$ cat src/rtl/sensor_stream_pkg.sv
// Shared encodings and constants for the sensor frame streamer.
package sensor_stream_pkg;
  typedef enum logic [1:0] {
    ST_IDLE    = 2'd0,
    ST_HEADER  = 2'd1,
    ST_PAYLOAD = 2'd2,
    ST_CSUM    = 2'd3
  } state_t;

  typedef enum logic [1:0] {
    MODE_STOP   = 2'b00,
    MODE_SINGLE = 2'b01,
    MODE_STREAM = 2'b10
  } mode_t;

  localparam logic [15:0] CMD_STOP   = 16'hC000;
  localparam logic [15:0] CMD_SINGLE = 16'hC001;
  localparam logic [15:0] CMD_STREAM = 16'hC002;
  localparam logic [7:0]  HDR_SYNC   = 8'hA5;
endpackage

$ cat src/rtl/snapshot_shifter.sv
// Snapshot register: parallel load, shift out 16 bits per word, most-significant word first.
module snapshot_shifter #(
  parameter int unsigned W  = 64,
  parameter int unsigned NP = 4
) (
  input  logic         clk,
  input  logic         rst,
  input  logic         load,
  input  logic         shift,
  input  logic [W-1:0] din,
  output logic [15:0]  word,
  output logic         last
);
  localparam int unsigned CW = $clog2(NP + 1);

  logic [W-1:0]  r_sh;
  logic [CW-1:0] r_cnt;

  always_ff @(posedge clk or negedge rst) begin
    if (!rst) begin
      r_sh  <= '0;
      r_cnt <= '0;
    end else if (load) begin
      r_sh  <= din;
      r_cnt <= CW'(NP);
    end else if (shift && r_cnt != '0) begin
      r_sh  <= r_sh << 16;
      r_cnt <= r_cnt - 1'b1;
    end
  end

  assign word = r_sh[W-1 -: 16];
  assign last = (r_cnt == CW'(1));
endmodule

$ cat src/rtl/sensor_frame_streamer.sv
// Captures sensor snapshots and streams them to the SPI slave as
// header / payload / checksum frames; host commands select the mode.
module sensor_frame_streamer
  import sensor_stream_pkg::*;
#(
  parameter int unsigned SENSORS  = 1,
  parameter int unsigned BITWIDTH = 32
) (
  input  logic                            clk,
  input  logic                            rst,
  input  logic [2*SENSORS*BITWIDTH-1:0]   data,
  input  logic                            data_ready,
  output logic                            ack,
  input  logic                            tx_ready,
  output logic                            tx_write,
  output logic [15:0]                     tx_data,
  input  logic                            rx_ready,
  input  logic [15:0]                     rx_data,
  output logic [1:0]                      mode,
  output logic                            busy,
  output logic                            cmd_error
);
  localparam int unsigned PW = BITWIDTH / 16;
  localparam int unsigned NP = 2 * SENSORS * PW;
  localparam int unsigned DW = 2 * SENSORS * BITWIDTH;

  state_t      r_state;
  mode_t       r_mode;
  logic [7:0]  r_seq;
  logic [15:0] r_csum;
  logic        r_ack;
  logic        r_cmd_err;
  logic        r_gap;

  logic        w_capture;
  logic        w_issue;
  logic        w_last;
  logic [15:0] w_sh_word;
  logic [15:0] w_word;

  assign w_capture = (r_state == ST_IDLE) && (r_mode != MODE_STOP) && data_ready;
  // r_gap enforces the two-cycle write spacing and also holds off the header
  // for one cycle after capture, while ack is pulsing.
  assign w_issue   = (r_state != ST_IDLE) && tx_ready && !r_gap;

  always_comb begin
    w_word = '0;
    case (r_state)
      ST_HEADER:  w_word = {HDR_SYNC, r_seq};
      ST_PAYLOAD: w_word = w_sh_word;
      ST_CSUM:    w_word = r_csum;
      default:    w_word = '0;
    endcase
  end

  snapshot_shifter #(.W(DW), .NP(NP)) u_shift (
    .clk   (clk),
    .rst   (rst),
    .load  (w_capture),
    .shift (w_issue && (r_state == ST_PAYLOAD)),
    .din   (data),
    .word  (w_sh_word),
    .last  (w_last)
  );

  always_ff @(posedge clk or negedge rst) begin
    if (!rst) begin
      r_state   <= ST_IDLE;
      r_mode    <= MODE_STOP;
      r_seq     <= '0;
      r_csum    <= '0;
      r_ack     <= 1'b0;
      r_cmd_err <= 1'b0;
      r_gap     <= 1'b0;
    end else begin
      r_ack     <= 1'b0;
      r_cmd_err <= 1'b0;
      r_gap     <= w_issue || w_capture;
      case (r_state)
        ST_IDLE: if (w_capture) begin
          r_ack   <= 1'b1;
          r_state <= ST_HEADER;
        end
        ST_HEADER: if (w_issue) begin
          r_csum  <= r_csum + w_word;
          r_state <= ST_PAYLOAD;
        end
        ST_PAYLOAD: if (w_issue) begin
          r_csum <= r_csum + w_word;
          if (w_last) r_state <= ST_CSUM;
        end
        ST_CSUM: if (w_issue) begin
          r_seq   <= r_seq + 8'd1;
          r_csum  <= '0;
          r_state <= ST_IDLE;
          if (r_mode == MODE_SINGLE) r_mode <= MODE_STOP;
        end
        default: r_state <= ST_IDLE;
      endcase
      // Placed after the frame-end logic so a same-cycle command overrides the SINGLE drop.
      if (rx_ready) begin
        case (rx_data)
          CMD_STOP:   r_mode    <= MODE_STOP;
          CMD_SINGLE: r_mode    <= MODE_SINGLE;
          CMD_STREAM: r_mode    <= MODE_STREAM;
          default:    r_cmd_err <= 1'b1;
        endcase
      end
    end
  end

  assign ack       = r_ack;
  assign tx_write  = w_issue;
  assign tx_data   = w_issue ? w_word : 16'h0000;
  assign mode      = r_mode;
  assign busy      = (r_state != ST_IDLE);
  assign cmd_error = r_cmd_err;
endmodule

$ cat config.mk
export PLATFORM = sky130hd
export DESIGN_NAME = sensor_frame_streamer
export DESIGN_NICKNAME = d
export VERILOG_FILES = /design/src/rtl/sensor_stream_pkg.sv /design/src/rtl/snapshot_shifter.sv /design/src/rtl/sensor_frame_streamer.sv
export SDC_FILE = /design/constraint.sdc
export NUM_CORES = 1
export LEC_CHECK = 0
export CAP_MARGIN = 20
export CORE_MARGIN = 2
export CORE_UTILIZATION = 42
export DETAILED_ROUTE_END_ITERATION = 7
export PLACE_DENSITY = 0.8
export SETUP_SLACK_MARGIN = 0.05
export SYNTH_ARGS = -nofsm -noshare
export SYNTH_HDL_FRONTEND = slang
export SYNTH_HIERARCHICAL = 1
export SYNTH_SLANG_ARGS = --single-unit
export TNS_END_PERCENT = 100
$ cat constraint.sdc
create_clock -name clk -period 3.4 [get_ports clk]
set_input_delay 0.85 -clock clk [delete_from_list [all_inputs] [get_ports clk]]
set_output_delay 0.85 -clock clk [all_outputs]
set_load 0.01 [all_outputs]
==> impl_metrics.json <==
{
  "grt_max_degree": 82,
  "min_to": "r_seq[7]$_DFFE_PN0P_",
  "regToRegSetupSlack_ps": 220,
  "synth_area_leaders": "dfrtp_1 (43%), a221o_1 (5.7%), nor2b_1 (5.5%)",
  "synth_top_area_share_pct": 42.57,
  "wl_per_cell_um": 17.79,
  "synth_top_cell_by_area": "dfrtp_1",
  "numCtsBuffers": 9,
  "core_area_mm2": 0.01330,
  "gp_congestion": 0.8717,
  "vias_per_cell": 5.768,
  "critPathMaxFanout": 10,
  "portBuffers": 106,
  "place_ws_ps": 151.3,
  "dp_cells": 828,
  "setup_viol": 0,
  "worst_setup_path_start_kind": "flop",
  "max-cap-violations": 0,
  "synth_edf_count": 0,
  "p_clk_share_pct": 45.2,
  "rows": 42,
  "hold_class": "reg2reg",
  "syn_nets": 692,
  "fin_skew_ps": 7.359,
  "worstSetupEndpointType": "primary output",
  "routed_wl_mm": 15.05,
  "hpwl_mm": 10.94,
  "syn-mean-instance-area_um2": 9.881,
  "fin_cells": 846,
  "drc_errors": 0,
  "hold_violations": 0,
  "irDropWorstVdd_uv": 230.3,
  "period_share_pct": 95.96,
  "r2r-start": "r_state[0]$_DFFE_PN0P_",
  "drive_above_1_share_pct": 9.851,
  "hold_slack_ps": 512.2,
  "h-tree-depth": 3,
  "whs_path_depth": 1,
  "comb_power_share_pct": 7.3,
  "syn_inst": 583,
  "antenna_found_initial": 0,
  "grt.overflow.total": 0,
  "p_seq_share_pct": 47.5,
  "dr_total_vias": 4880,
  "path_clk_slew_ps": 70,
  "reg2reg_depth": 12,
  "r2r_end": "r_csum[12]$_DFFE_PN0P_",
  "die-width_um": 121.1,
  "ys_seq_area_share_pct": 42.57,
  "synth-seq-cells": 98,
  "fin_util_pct": 54.58,
  "arrival_ps": 2410,
  "finalMaxSlewViolations": 0,
  "switching_share_pct": 21.24,
  "ys.flop_type": "dfrtp_1",
  "nets": 775,
  "clk-insertion-delay-late_ps": 350,
  "hold_buffers": 0,
  "grt_pass1_wl_mm": 24.53,
  "grt_usage_pct": 21.23,
  "n_antenna_cell": 0,
  "status": "complete, no violations",
  "criticalPathCategory": "reg2out",
  "power_switching_w": 0.0005216,
  "die_h_um": 121.1,
  "ys_warn_count": 6,
  "clock_sinks": 98,
  "intPower_w": 0.001934,
  "syn_area_mm2": 0.005761,
  "start_util_pct": 43.33,
  "fin_setup_tns_ps": 0,
  "finalWorstSetupSlack_ps": 137.3,
  "slew_headroom_pct": 44.55,
  "power.density_mw_per_mm2": 338.4,
  "synth.distinct_cells": 60,
  "first_pass_iters": 7,
  "hp-start": "r_seq[7]$_DFFE_PN0P_",
  "fmax_mhz": 306.5,
  "grt_pass1_vias": 4910,
  "synthArstFlopShare_pct": 100.0,
  "ios": 107,
  "drt_iter0_drc": 436,
  "cp.required_ps": 2550,
  "area_growth_pct": 25.98,
  "worstMarginPinSlew_ps": 831.6,
  "die_area_mm2": 0.01467,
  "min_period_ps": 3263,
  "cts-root-buf": "clkbuf_16",
  "ant_nets": 0,
  "cts_tree": "yes",
  "leakage_nw": 3.316,
  "clockBufferDepth": 2,
  "rsz0062_at_grt": "no"
}
==> placed cells by master (no fill, tap or decap), types with 9 or more instances in the layout <==
cell             Yosys  final
clkdlybuf4s50_1      0    105
dfrtp_1             98     98
nor2b_1             51     50
a21oi_1             47     47
nor2_1              34     33
a221o_1             33     33
a22o_1              28     28
o21ai_0             26     26
buf_4               20     24
ha_1                23     20
nand2b_1            19     19
nor3_1              18     18
nand2_1             17     17
a31oi_1             17     17
xnor2_1             13     13
nand3_1              9      9
clkbuf_16            0      9
==> metrics by stage <==
step | power (W) | cell area (um2)
after floorplan | 0.001225 | 5761
after global placement | 0.001366 | 6885
after detailed placement | 0.001370 | 6885
after CTS | 0.002475 | 7212
after global routing | 0.002540 | 7257
final | 0.002456 | 7257
==> cell usage after synthesis, drive strengths merged, types with 2 or more instances <==
| library cell | n |
|---|---|
| dfrtp | 98 |
| a222oi | 8 |
| clkbuf | 14 |
| xnor2 | 13 |
| nor2b | 51 |
| o21bai | 2 |
| o21ai | 28 |
| a21oi | 48 |
| a22o | 28 |
| inv | 10 |
| a221o | 33 |
| nand4 | 2 |
| nand2b | 19 |
| a22oi | 8 |
| a31oi | 18 |
| o211ai | 5 |
| nor4b | 2 |
| a21o | 8 |
| nor2 | 36 |
| nand3 | 9 |
| a221oi | 2 |
| a21boi | 3 |
| nand2 | 20 |
| a211oi | 2 |
| nor3 | 18 |
| o21a | 2 |
| and3 | 2 |
| and2 | 4 |
| buf | 46 |
| xor2 | 6 |
| ha | 23 |
==> sequential cells by signal, summed over array words and instances, names as in the netlist <==
| signal | cells |
|---|---|
| r_csum | 16 |
| cmd_error | 1 |
| u_shift/r_cnt | 3 |
| r_gap | 1 |
| mode | 2 |
| ack | 1 |
| r_seq | 8 |
| u_shift/r_sh | 64 |
| r_state | 2 |
==> cell type report <==
type	instances	area [um2]
repair buffers	132	1291
well taps	176	220.2
multi-input cells	414	2925
clock inverters	5	85.08
inverters	11	43.79
fillers	1132	6038
flip-flops and latches	98	2452
clock buffers	10	239.0
==> per-layer routing <==
metal,vias to the layer above,track usage (%),share of wire (%)
met5,-,0,0
met2,179,33.64,48
met3,25,6.109,6.8
met4,0,7.631,2.3
met1,2371,27.69,43
li1,2305,-,-
==> what timing repair did <==
item	CTS	global route
resized for setup	1	5
buffers inserted	0	3
endpoints found under the setup margin	2	17
pin swaps	0	2
==> power by group through the flow <==
stage	sequential [W]	combinational [W]	clock, W
after floorplan	0.00119	0.0000348	0
after detailed placement	0.00119	0.000180	0
after global placement	0.00119	0.000177	0
after global routing	0.00117	0.000195	0.00118
after CTS	0.00117	0.000181	0.00113
final	0.00117	0.000180	0.00111
==> cells by family (layout without fill, tap and decap cells) <==
kind of cell             Yosys count  after routing  synth area share (%)
flip-flops                        98             98                 42.57
AO/OA/AOI/OAI                    200            200                 25.52
AND/OR/NAND/NOR                  170            170                 16.36
buffers and inverters             71            158                 7.124
adder cells (fa/ha/maj)           24             24                 5.343
XOR/XNOR                          19             19                 2.889
multiplexers                       1              1                0.1955
==> worst max-delay path by stage <==
stage,from,endpoint,slack [ps],depth (start not counted)
after global routing,r_state[0]$_DFFE_PN0P_,tx_data[10],50,7
after floorplan,r_state[1]$_DFFE_PN0P_,r_csum[12]$_DFFE_PN0P_,260,13
after global placement,tx_ready,tx_data[3],220,4
after detailed placement,r_state[0]$_DFFE_PN0P_,r_csum[12]$_DFFE_PN0P_,150,12
final,r_state[0]$_DFFE_PN0P_,tx_data[8],140,7
after CTS,r_state[0]$_DFFE_PN0P_,tx_data[6],60,5
==> critical path: stages (launching register included) <==
cell and delay, ps:
dfrtp_1 430, inv_1 140, ha_4 230, buf_4 180, a22oi_1 90, a21oi_1 300
and2_1 170, clkdlybuf4s50_1 530
(Power assumes the default switching activity.)
